### config.mk
export PLATFORM = sky130hd
export DESIGN_NAME = mcu_debug_bridge
export DESIGN_NICKNAME = d
export VERILOG_FILES = /design/src/rtl/mcu_debug_bridge_pkg.sv /design/src/rtl/mcu_debug_bridge.sv
export SDC_FILE = /design/constraint.sdc
export NUM_CORES = 1
export LEC_CHECK = 0
export BUFFER_PORTS_ARGS = -buffer_cell sky130_fd_sc_hd__buf_2
export CORE_AREA = 2 2 136 138
export CTS_CLUSTER_SIZE = 20
export DETAILED_ROUTE_END_ITERATION = 7
export DIE_AREA = 0 0 138 140
export GPL_TIMING_DRIVEN = 0
export PLACE_DENSITY = 0.69
export SLEW_MARGIN = 20
export SYNTH_ARGS = -nofsm -noshare
export SYNTH_HDL_FRONTEND = slang
export SYNTH_SLANG_ARGS = --single-unit
### constraint.sdc
create_clock -name clk -period 4.35 [get_ports clk]
set_clock_uncertainty 0.2 [all_clocks]
set_input_delay 0.2175 -clock clk [delete_from_list [all_inputs] [get_ports clk]]
set_output_delay 0.2175 -clock clk [all_outputs]
set_load 0.005 [all_outputs]
### src/rtl/mcu_debug_bridge_pkg.sv
// Shared types for the MCU debug bridge: FSM states, access sizes and command decode.
package debug_pkg;

  typedef enum logic [2:0] {
    ST_RUN,
    ST_DRAIN,
    ST_HALTED,
    ST_REG,
    ST_MEM,
    ST_RST
  } dbg_state_t;

  localparam logic [1:0] SZ_BYTE = 2'd0;
  localparam logic [1:0] SZ_HALF = 2'd1;
  localparam logic [1:0] SZ_WORD = 2'd2;

  // Exactly one field set means a well-formed command.
  typedef struct packed {
    logic pause;
    logic resume;
    logic dbg_reset;
    logic reg_rd;
    logic reg_wr;
    logic mem_rd;
    logic mem_wr;
  } dbg_cmd_t;

  function automatic logic [31:0] size_mask(input logic [1:0] size, input logic [31:0] data);
    logic [31:0] r;
    case (size)
      SZ_BYTE: r = {24'b0, data[7:0]};
      SZ_HALF: r = {16'b0, data[15:0]};
      default: r = data;
    endcase
    return r;
  endfunction

endpackage

### src/rtl/mcu_debug_bridge.sv
// Converts debug-controller command strobes into Otter MCU control, register-file and
// memory accesses; tracks run/halt state and reports read data, busy and errors.
//
//   state  | meaning
//   -------+-----------------------------------------------------------
//   RUN    | MCU free-running; accepts pause/resume/dbg_reset
//   DRAIN  | stall asserted, waiting for mcu_idle (bounded by DRAIN_MAX)
//   HALTED | MCU frozen; accepts every command
//   REG    | one-cycle register-file read or write
//   MEM    | memory request held until dm_ack or MEM_TIMEOUT
//   RST    | mcu_rst held for RST_CYCLES, then back to prior idle state
module mcu_debug_bridge
  import debug_pkg::*;
#(
  parameter int RST_CYCLES  = 4,
  parameter int MEM_TIMEOUT = 255,
  parameter int DRAIN_MAX   = 63
) (
  input  logic        clk,
  input  logic        reset,
  input  logic        pause,
  input  logic        resume,
  input  logic        dbg_reset,
  input  logic        reg_rd,
  input  logic        reg_wr,
  input  logic        mem_rd,
  input  logic        mem_wr,
  input  logic [1:0]  mem_size,
  input  logic        valid,
  input  logic [31:0] addr,
  input  logic [31:0] d_in,
  output logic [31:0] d_rd,
  output logic        mcu_busy,
  output logic        error,
  output logic [31:0] pc,
  input  logic [31:0] mcu_pc,
  input  logic        mcu_idle,
  output logic        mcu_stall,
  output logic        mcu_rst,
  output logic [4:0]  rf_addr,
  output logic [31:0] rf_wd,
  output logic        rf_we,
  input  logic [31:0] rf_rd,
  output logic [31:0] dm_addr,
  output logic [31:0] dm_din,
  output logic [1:0]  dm_size,
  output logic        dm_re,
  output logic        dm_we,
  input  logic        dm_ack,
  input  logic [31:0] dm_dout
);

  localparam int CNT_MAX = (RST_CYCLES > MEM_TIMEOUT)
                           ? ((RST_CYCLES > DRAIN_MAX) ? RST_CYCLES : DRAIN_MAX)
                           : ((MEM_TIMEOUT > DRAIN_MAX) ? MEM_TIMEOUT : DRAIN_MAX);
  localparam int CW = $clog2(CNT_MAX + 1);

  dbg_state_t    state_q, state_d;
  logic [CW-1:0] cnt_q, cnt_d;
  logic [31:0]   addr_q, addr_d, din_q, din_d, d_rd_d;
  logic [1:0]    size_q, size_d;
  logic          op_wr_q, op_wr_d, ret_halted_q, ret_halted_d, err_d;

  dbg_cmd_t cmd;
  logic     is_reg, is_mem, bad_align, illegal;

  assign cmd       = dbg_cmd_t'({pause, resume, dbg_reset, reg_rd, reg_wr, mem_rd, mem_wr});
  assign is_reg    = cmd.reg_rd | cmd.reg_wr;
  assign is_mem    = cmd.mem_rd | cmd.mem_wr;
  assign bad_align = (mem_size == SZ_HALF && addr[0]) ||
                     (mem_size == SZ_WORD && addr[1:0] != 2'b00);
  assign illegal   = ($countones(cmd) != 1) ||
                     ((is_reg || is_mem) && state_q == ST_RUN) ||
                     (is_reg && addr[31:5] != '0) ||
                     (is_mem && (mem_size == 2'd3 || bad_align));

  always_ff @(posedge clk or posedge reset) begin
    if (reset) begin
      state_q      <= ST_RUN;
      cnt_q        <= '0;
      addr_q       <= '0;
      din_q        <= '0;
      size_q       <= '0;
      op_wr_q      <= 1'b0;
      ret_halted_q <= 1'b0;
      d_rd         <= '0;
      error        <= 1'b0;
      pc           <= '0;
    end else begin
      state_q      <= state_d;
      cnt_q        <= cnt_d;
      addr_q       <= addr_d;
      din_q        <= din_d;
      size_q       <= size_d;
      op_wr_q      <= op_wr_d;
      ret_halted_q <= ret_halted_d;
      d_rd         <= d_rd_d;
      error        <= err_d;
      pc           <= mcu_pc;
    end
  end

  always_comb begin
    state_d      = state_q;
    cnt_d        = cnt_q;
    addr_d       = addr_q;
    din_d        = din_q;
    size_d       = size_q;
    op_wr_d      = op_wr_q;
    ret_halted_d = ret_halted_q;
    d_rd_d       = d_rd;
    err_d        = 1'b0;
    case (state_q)
      ST_RUN, ST_HALTED: begin
        if (valid) begin
          if (illegal) begin
            err_d = 1'b1;
          end else begin
            addr_d  = addr;
            din_d   = d_in;
            size_d  = mem_size;
            op_wr_d = cmd.reg_wr | cmd.mem_wr;
            // pause while halted and resume while running fall through as no-ops
            if (cmd.pause && state_q == ST_RUN) begin
              state_d = ST_DRAIN;
              cnt_d   = CW'(DRAIN_MAX - 1);
            end else if (cmd.resume) begin
              state_d = ST_RUN;
            end else if (cmd.dbg_reset) begin
              state_d      = ST_RST;
              cnt_d        = CW'(RST_CYCLES - 1);
              ret_halted_d = (state_q == ST_HALTED);
            end else if (is_reg) begin
              state_d = ST_REG;
            end else if (is_mem) begin
              state_d = ST_MEM;
              cnt_d   = CW'(MEM_TIMEOUT - 1);
            end
          end
        end
      end
      ST_DRAIN: begin
        if (mcu_idle) begin
          state_d = ST_HALTED;
        end else if (cnt_q == '0) begin
          err_d   = 1'b1;
          state_d = ST_HALTED;
        end else begin
          cnt_d = cnt_q - CW'(1);
        end
      end
      ST_REG: begin
        if (!op_wr_q) d_rd_d = rf_rd;
        state_d = ST_HALTED;
      end
      ST_MEM: begin
        if (dm_ack) begin
          if (!op_wr_q) d_rd_d = size_mask(size_q, dm_dout);
          state_d = ST_HALTED;
        end else if (cnt_q == '0) begin
          err_d   = 1'b1;
          state_d = ST_HALTED;
        end else begin
          cnt_d = cnt_q - CW'(1);
        end
      end
      ST_RST: begin
        if (cnt_q == '0) state_d = ret_halted_q ? ST_HALTED : ST_RUN;
        else             cnt_d   = cnt_q - CW'(1);
      end
      default: state_d = ST_RUN;
    endcase
  end

  assign mcu_busy  = !(state_q == ST_RUN || state_q == ST_HALTED) || valid;
  assign mcu_stall = (state_q inside {ST_DRAIN, ST_HALTED, ST_REG, ST_MEM}) ||
                     (state_q == ST_RST && ret_halted_q);
  assign mcu_rst   = (state_q == ST_RST);
  assign rf_addr   = addr_q[4:0];
  assign rf_wd     = din_q;
  assign rf_we     = (state_q == ST_REG) && op_wr_q;
  assign dm_addr   = addr_q;
  assign dm_din    = din_q;
  assign dm_size   = size_q;
  assign dm_re     = (state_q == ST_MEM) && !op_wr_q;
  assign dm_we     = (state_q == ST_MEM) && op_wr_q;

endmodule

==> flow_summary.json, run 1 <==
{
  "drive_gt1_share_pct": 46.3,
  "drc": 0,
  "synth_edf_count": 0,
  "avgSynthCellArea_um2": 11.6,
  "dp_hpwl_um": 14700,
  "cts_root_buf": "clkbuf_16",
  "die_h_um": 140,
  "syn_to_final_growth_pct": 67.3,
  "core-area_mm2": 0.0178,
  "placed_cells": 1129,
  "peakVddDrop_uv": 239,
  "wire_per_inst_um": 16.4,
  "clock.fmax_ghz": 0.241,
  "period_share_pct": 95.5,
  "start_kind": "input pin",
  "critical_path.max_fanout": 10,
  "grt_pass1_wl_um": 34900,
  "pwr-share-seq_pct": 41.6,
  "crit_arrival_ns": 4.24,
  "dr.pass1.iters": 5,
  "first_global_vias": 6780,
  "cts_tree": "yes",
  "synth_flop_cell": "dfrtp_1",
  "cts_buffers": 17,
  "synth-seq-cells": 144,
  "status": "finished, final reports clean",
  "fin_crit_ns": 4.15,
  "finalMaxSlewViolations": 0,
  "holdWs_ns": 0.0203,
  "synth_area_mm2": 0.00641,
  "drt_iter0_markers": 326,
  "finalHoldViolations": 0,
  "rsz0062_at_grt": "no",
  "initial_core_util_pct": 36.1,
  "numPortBuffers": 347,
  "synth_common_cells": "dfrtp_1, nor2_1, nand2_1",
  "p_int_mw": 2.59,
  "powerDensity_mw_per_mm2": 327,
  "min_path_cells": 3,
  "synth_cell_types": 53,
  "startpoint": "pause",
  "cp_data_required_time_ns": 4.44,
  "grt_max_degree": 91,
  "p_comb_share_pct": 16.2,
  "num_rows": 49,
  "die_area_mm2": 0.0193,
  "antenna_found_initial": 0,
  "crit_path_end_kind": "register",
  "switching_power_uw": 917,
  "r2r-start": "state_q[1]",
  "ys_warn_count": 0,
  "ant_nets": 0,
  "grt_use_total_pct": 22.3,
  "clkTransAtPathRegs_ns": 0.06,
  "synth.most_common_cell": "dfrtp_1",
  "top_level_ports": 348,
  "clkSinkCount": 144,
  "grt-ovfl-total": 0,
  "nets": 1265,
  "yosysSeqAreaShare_pct": 56.2,
  "hold_path.class": "in -> reg",
  "synthTopCellsByArea": "dfrtp_1, mux2_2, buf_4",
  "cts_resized": 0,
  "synthCells": 552,
  "vias_per_cell": 4.83,
  "setup_violations": 0,
  "vias": 6404,
  "ctsLongestPathBuffers": 2,
  "r2r_cells": 9,
  "async_reset_ff_share_pct": 100,
  "worst-slew-pin-transition_ns": 0.503,
  "relSlewSlack_pct": 66.5,
  "crit_type": "in -> reg",
  "maxCapViolations": 0,
  "wirelength_um": 21800,
  "antennaDiodeCount": 0,
  "leakage_nw": 5.99,
  "p_sw_share_pct": 26.1,
  "syn_nets": 732,
  "synth_top_area_cell": "dfrtp_1",
  "cts_max_level": 4,
  "p_clk_share_pct": 42.3,
  "stdcell_count": 1327,
  "synth_top_area_share_pct": 56.2,
  "gp_congestion": 0.833,
  "holdCritStartpoint": "reg_wr",
  "clk_latency_ns": 0.41,
  "die_w_um": 138,
  "finalPower_mw": 3.51
}
## registers in the layout, summed over array words and instances, names as in the netlist
name          count
error             1
d_rd             32
state_q           3
dm_size           2
op_wr_q           1
ret_halted_q      1
dm_addr          32
cnt_q             8
dm_din           32
pc               32
## through the flow
step / setup WS [ns] / area, µm² / util, % / setup TNS [ns]
after CTS: 0.178 / 10700 / 60.3 / 0
after floorplan: 0.0662 / 6410 / - / 0
after global routing: 0.0109 / 10700 / 60.3 / 0
after detailed placement: 0.270 / 8470 / 47.6 / 0
final: 0.196 / 10700 / 60.3 / 0
after global placement: -1.73 / 8430 / 47.4 / -246.90
## power groups by stage
stage | logic [mW] | registers (mW) | clock network [mW]
after floorplan | 0.231 | 1.48 | 0
after global placement | 0.433 | 1.48 | 0
after detailed placement | 0.445 | 1.48 | 0
after CTS | 0.563 | 1.46 | 1.51
after global routing | 0.624 | 1.47 | 1.58
final | 0.567 | 1.46 | 1.48
## worst paths after layout
kind                       slack [ns]           to
setup / recovery                 0.20   dm_din[14]
hold / removal                   0.02      op_wr_q
setup reg to reg                 1.22      d_rd[8]
hold reg to reg                  0.30  dm_addr[21]
max in group asynchronous        2.99       pc[25]
min in group asynchronous        0.18       pc[19]
## cells by family (layout without fill, tap and decap cells)
kind of cell / Yosys count / in the layout / share of synthesized area, %
buffers and inverters: 80 / 626 / 7.61
AOI/OAI and AO/OA: 78 / 78 / 8.76
and+or+nand+nor: 176 / 176 / 12.7
muxes: 68 / 68 / 13.1
adders and majority gates: 6 / 6 / 1.64
DFF: 144 / 144 / 56.2
## cells in the final DEF (no fill, tap or decap), types with 4 or more instances in the layout
cell | synthesis | final
clkbuf_16 | 0 | 17
nand3_1 | 28 | 28
mux2_4 | 19 | 19
fa_1 | 4 | 4
nand2_1 | 49 | 49
a31oi_1 | 32 | 32
a21oi_1 | 10 | 10
inv_6 | 0 | 6
o31ai_1 | 5 | 5
dfrtp_1 | 144 | 144
clkbuf_1 | 14 | 15
nor3_1 | 9 | 9
nor2_1 | 56 | 56
nor4_1 | 6 | 6
o21ai_0 | 12 | 12
buf_2 | 9 | 356
nor2b_1 | 4 | 4
inv_1 | 13 | 12
buf_4 | 39 | 39
mux2_2 | 48 | 48
dlygate4sd3_1 | 0 | 166
buf_6 | 4 | 4
## critical path, stage by stage
cell and delay, ns:
dlygate4sd3_1 0.52, buf_2 0.14, inv_1 0.07, fa_1 0.56, fa_1 0.43, fa_1 0.37
inv_1 0.08, fa_1 0.41, nor3_1 0.25, o311a_4 0.28, nand4_2 0.21, buf_6 0.25
buf_6 0.17, mux2_4 0.30
## area by class of cell
class / instances / area (µm²)
clock buffer: 19 / 443
sequential: 144 / 3600
fill: 1394 / 7060
timing repair buffer: 514 / 3430
clock inverter: 13 / 150
inverter: 13 / 56.3
tap: 229 / 287
multi-input combinational: 328 / 2320
buffer: 67 / 439
## metal layers
metal	part of all wire (%)	global-route usage, %	up-vias
met3	5.8	5.30	39
li1	-	-	2959
met1	38	25.6	3123
met5	0	0	-
met4	2.1	7.09	0
met2	54	41.2	283
## what timing repair did
action,in CTS,in global routing
setup buffers,0,0
hold buffers,166,0
endpoints found under the hold margin,187,0
No activity file was read; power rests on OpenSTA's default activity.
==> run 2: changes to the inputs <==
- ABC_AREA: default -> 1
- CORE_AREA: 2 2 136 138 -> 2 2 137 139
- DIE_AREA: 0 0 138 140 -> 0 0 139 141
- RECOVER_POWER: default -> 100
==> flow_summary.json, run 2 <==
{
  "drt_iter0_markers": 472,
  "vias": 7192,
  "p_int_mw": 3.31,
  "postCtsSetupBuffers": 0,
  "grt-ovfl-total": 0,
  "clkTransAtPathRegs_ns": 0.06,
  "utilization_pct": 58.1,
  "top_level_ports": 348,
  "synth-seq-cells": 144,
  "ctsLongestPathBuffers": 2,
  "relSlewSlack_pct": -90.5,
  "grt_use_total_pct": 24.1,
  "p_sw_share_pct": 32.5,
  "numPortBuffers": 347,
  "layout_commonest_cell": "buf_2",
  "clkSinkCount": 144,
  "grt_max_degree": 83,
  "die_area_mm2": 0.0196,
  "cp_data_required_time_ns": 4.43,
  "avgSynthCellArea_um2": 8.73,
  "cts_tree": "yes",
  "maxCapViolations": 1,
  "cts_max_level": 4,
  "grt_pass1_wl_um": 37600,
  "synth_top_area_share_pct": 55.5,
  "gp_congestion": 0.855,
  "synth_flop_cell": "dfrtp_1",
  "status": "complete, but fails checks",
  "pwr-share-seq_pct": 38.5,
  "die_w_um": 139,
  "finalHoldViolations": 0,
  "dr.pass1.iters": 6,
  "wirelength_um": 24200,
  "syn_to_final_growth_pct": 63.3,
  "crit_arrival_ns": 3.90,
  "dr_wl_met2_um": 12300,
  "synth_area_mm2": 0.00650,
  "clk_latency_ns": 0.42,
  "synth_edf_count": 0,
  "top_layer_used": "met4",
  "synthTopCellsByArea": "dfrtp_1, nand2_1, inv_1",
  "drc": 0,
  "initial_core_util_pct": 35.6,
  "fin_crit_ns": 3.82,
  "peakVddDrop_uv": 275,
  "critical_path.max_fanout": 10,
  "antenna_found_initial": 1,
  "synthCells": 744,
  "crit_path_end_kind": "register",
  "leakage_nw": 5.75,
  "rsz0062_at_grt": "no",
  "yosysSeqAreaShare_pct": 55.5,
  "p_clk_share_pct": 31.2,
  "ant_nets": 0,
  "wl_met3_um": 1500,
  "holdWs_ns": 0.0319,
  "period_share_pct": 87.8,
  "p_comb_share_pct": 30.3,
  "synth_cell_types": 34,
  "wire_per_inst_um": 15.9,
  "first_global_vias": 7095,
  "fin_tns_setup_ns": 0,
  "met1_length_um": 9780,
  "synth_common_cells": "nand2_1, dfrtp_1, inv_1",
  "post_dp_cell_area_mm2": 0.00856,
  "setup_violations": 0,
  "crit_type": "in -> reg",
  "worst-slew-pin-transition_ns": 2.84,
  "hold_path.class": "in -> reg",
  "nets": 1454,
  "num_rows": 50,
  "start_kind": "input pin",
  "final_cell_mix": "buf_2, nand2_1, dlygate4sd3_1",
  "core-area_mm2": 0.0183,
  "vias_per_cell": 4.73,
  "synth_top_area_cell": "dfrtp_1",
  "drive_gt1_share_pct": 26.5,
  "synth.most_common_cell": "nand2_1",
  "clock.fmax_ghz": 0.262,
  "die_h_um": 141,
  "dp_hpwl_um": 15700,
  "cts_buffers": 17,
  "syn_nets": 924,
  "cts_root_buf": "clkbuf_16",
  "fin_area_mm2": 0.0106,
  "powerDensity_mw_per_mm2": 462,
  "ys_warn_count": 0,
  "switching_power_mw": 1.59,
  "async_reset_ff_share_pct": 100,
  "violations": "max-capacitance violations, max-slew violations",
  "finalMaxSlewViolations": 63
}
[run 2: final timing paths]
check / startpoint / endpoint / slack (ns) / cells past startpoint
min in group asynchronous: reset / pc[27] / 0.97 / 3
max in group asynchronous: reset / d_rd[1] / 1.70 / 3
setup reg to reg: state_q[1] / d_rd[10] / 1.06 / 8
hold / removal: mem_wr / op_wr_q / 0.03 / 5
hold reg to reg: dm_addr[28] / dm_addr[28] / 0.28 / 2
setup / recovery: resume / dm_din[15] / 0.53 / 15
[run 2: cells by family (layout without fill, tap and decap cells)]
kind of cell               Yosys count  count (layout)  share of synthesized area [%]
AOI/OAI and AO/OA                  123             123                           10.8
xor gates and xnor gates             1               1                          0.135
adders and majority gates            6               6                           1.62
buffers and inverters              173             716                           13.1
DFF                                144             144                           55.5
other                                0               1                              0
and+or+nand+nor                    297             297                           18.9
[run 2: power by group through the flow]
stage	logic, mW	clock network (mW)	registers [mW]
2_1_floorplan	0.740	0	1.88
3_3_place_gp	1.40	0	1.90
3_5_place_dp	1.44	0	1.90
4_1_cts	1.56	1.55	1.88
5_1_grt	1.64	1.62	1.92
6_report	1.49	1.53	1.89
[run 2: routing by layer]
metal,up-vias,global-route usage (%)
met4,0,8.67
met2,336,42.3
met3,67,5.40
met5,-,0
li1,3379,-
met1,3410,29.4
[run 2: through the flow]
step	cells	total power, mW	setup slack, ns
after floorplan	744	2.62	0.0662
after global placement	1325	3.30	-1.71
after detailed placement	1326	3.34	0.374
after CTS	1521	4.99	0.835
after global routing	1522	5.19	0.299
final	1522	4.90	0.532
[run 2: cell type report]
class                      instances  area, µm²
sequential                       144       3600
timing repair buffer             511       3280
clock buffer                      18        429
inverter                         105        395
clock inverter                    14        178
tap                              234        293
multi-input combinational        427       2000
fill                            1627       7660
buffer                            68        420
antenna                            1       2.50
[run 2: timing repair]
action / 4_1_cts / 5_1_grt
hold endpoints to repair: 192 / 0
resized for setup: 0 / 0
hold buffers: 163 / 0
[run 2: worst max-delay path, cell delays in order]
cell	delay (ns)
clkbuf_1	0.13
inv_1	0.11
fa_1	0.54
fa_1	0.44
fa_1	0.36
inv_1	0.07
fa_1	0.41
nor3_1	0.19
o21ai_0	0.11
a21oi_1	0.25
nand3_2	0.33
buf_6	0.27
clkbuf_1	0.25
nand2_1	0.12
o21ai_0	0.08
==> run 3: changes to the inputs <==
- CORE_AREA: 2 2 137 139 -> default
- CORE_ASPECT_RATIO: default -> 0.8
- CORE_MARGIN: default -> 4
- CORE_UTILIZATION: default -> 41
- DIE_AREA: 0 0 139 141 -> default
- PLACE_DENSITY: 0.69 -> 0.77
==> flow_summary.json, run 3 (synthesized netlist as in run 2, its figures left out) <==
{
  "critPathMaxStageDelay_ns": 0.54,
  "vias_per_cell": 4.94,
  "cts_tree": "yes",
  "ctsLongestPathBuffers": 2,
  "p_int_mw": 3.13,
  "cp_top_family": "buffers and inverters",
  "p_comb_share_pct": 31.4,
  "die_area_mm2": 0.0179,
  "final_cell_mix": "buf_2, nand2_1, dlygate4sd3_1",
  "first_global_vias": 7804,
  "ff2ff_setup_slack_ns": 1.12,
  "num_rows": 40,
  "crit_type": "in -> reg",
  "drive_gt1_share_pct": 24.9,
  "critical_path.max_fanout": 10,
  "antenna_found_initial": 2,
  "wire_per_inst_um": 17.7,
  "start_kind": "input pin",
  "fin_crit_ns": 3.76,
  "cp_data_required_time_ns": 4.42,
  "worst-slew-pin-transition_ns": 2.64,
  "vias": 7419,
  "slowest_stage": "dlygate4sd3_1",
  "initial_core_util_pct": 42.6,
  "critPathBufInv": 5,
  "top_level_ports": 348,
  "grt_max_degree": 86,
  "maxCapViolations": 1,
  "post_dp_cell_area_mm2": 0.00853,
  "grt-ovfl-total": 0,
  "nets": 1456,
  "clock.fmax_ghz": 0.266,
  "postCtsSetupBuffers": 0,
  "cts_root_buf": "clkbuf_16",
  "setup_slack_ns": 0.592,
  "dr.pass1.iters": 5,
  "crit_path_end_kind": "register",
  "setup_violations": 0,
  "layout_commonest_cell": "buf_2",
  "wirelength_um": 26600,
  "clkSinkCount": 144,
  "dp_hpwl_um": 16500,
  "relSlewSlack_pct": -76.7,
  "seq_area_mm2": 0.00360,
  "fin_area_mm2": 0.0105,
  "cts_max_level": 4,
  "place_ws_ns": 0.439,
  "n_fill_cell": 1197,
  "crit_chain": "dlygate4sd3_1 -> buf_2 -> inv_1 -> fa_1 -> fa_1 -> inv_1 -> fa_1 -> nor3_1 -> o21ai_0 -> a21oi_1 -> nand3_1 -> clkbuf_1 -> nand2_1 -> o21ai_0",
  "pwr-share-seq_pct": 39.7,
  "p_clk_share_pct": 28.9,
  "powerDensity_mw_per_mm2": 454,
  "multiInputGateArea_mm2": 0.00200,
  "p_sw_share_pct": 34.5,
  "die_h_um": 121,
  "peakVddDrop_uv": 263,
  "die_w_um": 149,
  "leakage_nw": 5.65,
  "numPortBuffers": 347,
  "drt_iter0_markers": 476,
  "grt_use_total_pct": 29.1,
  "clk_latency_ns": 0.42,
  "violations": "max-capacitance violations, max-slew violations",
  "core-area_mm2": 0.0153,
  "switching_power_mw": 1.65,
  "rsz0062_at_grt": "no",
  "ant_nets": 0,
  "cp_common_cell": "fa_1",
  "period_share_pct": 86.4,
  "clkTransAtPathRegs_ns": 0.06,
  "gp_congestion": 0.867,
  "finalHoldViolations": 0,
  "status": "complete, but fails checks",
  "drc": 0,
  "finalMaxSlewViolations": 61,
  "hold_path.class": "in -> reg",
  "crit_arrival_ns": 3.83,
  "grt_pass1_wl_um": 41000,
  "syn_to_final_growth_pct": 61.9,
  "cts_buffers": 17
}
run 3: path summary, 6_finish.rpt:
| check | start | to | cells after the start |
|---|---|---|---|
| min in group asynchronous | reset | pc[21] | 3 |
| hold reg to reg | dm_addr[31] | dm_addr[31] | 2 |
| max in group asynchronous | reset | dm_addr[31] | 4 |
| hold / removal | resume | ret_halted_q | 6 |
| setup reg to reg | state_q[0] | d_rd[3] | 8 |
| setup / recovery | mem_wr | dm_addr[25] | 14 |
run 3: area by class of cell:
cell class | instances | share of cell area (%)
plain buffers | 68 | 4.28
clock buffers | 17 | 4.04
flip-flops and latches | 144 | 34.2
diodes | 2 | 0.0476
inverters | 105 | 3.76
multi-input cells | 427 | 19.0
clock inverters | 15 | 1.20
well taps | 210 | 2.50
repair buffers | 513 | 30.9
run 3: power by group through the flow:
stage / logic (mW) / registers (mW) / clock network [mW]
floorplan: 0.740 / 1.88 / 0
detailed placement: 1.44 / 1.89 / 0
global placement: 1.40 / 1.89 / 0
finish: 1.50 / 1.90 / 1.38
global route: 1.67 / 1.93 / 1.46
CTS: 1.57 / 1.88 / 1.39
run 3: per-stage QoR:
step	power (mW)	util (%)	TNS (ns)	hold WS, ns	instances
finish	4.78	68.9	0	0.0307	1501
global route	5.07	68.9	0	0.0894	1501
CTS	4.83	70.3	0	0.0148	1499
detailed placement	3.33	55.9	0	0.0671	1302
global placement	3.29	55.7	-236.29	0.126	1301
floorplan	2.62	-	0	0.0489	744
run 3: what timing repair did:
action                    in CTS  in global routing
resized for setup              0                  0
hold endpoints to repair     190                  0
hold buffers                 165                  0
run 3: routing by layer:
layer  GRT usage, %  routed length (µm)
met3           8.21                2210
met4           16.1                1560
met5              0                   0
met2           49.4               13000
met1           33.1                9770
run 3: worst register-to-register path, cell delays in order, from the launching register on:
cell           delay [ns]
dfrtp_1              0.44
inv_1                0.10
nor3_1               0.31
clkinv_1             0.15
a21oi_1              0.62
clkbuf_1             0.47
nor2_1               0.09
a31oi_1              0.20
dlygate4sd3_1        0.60
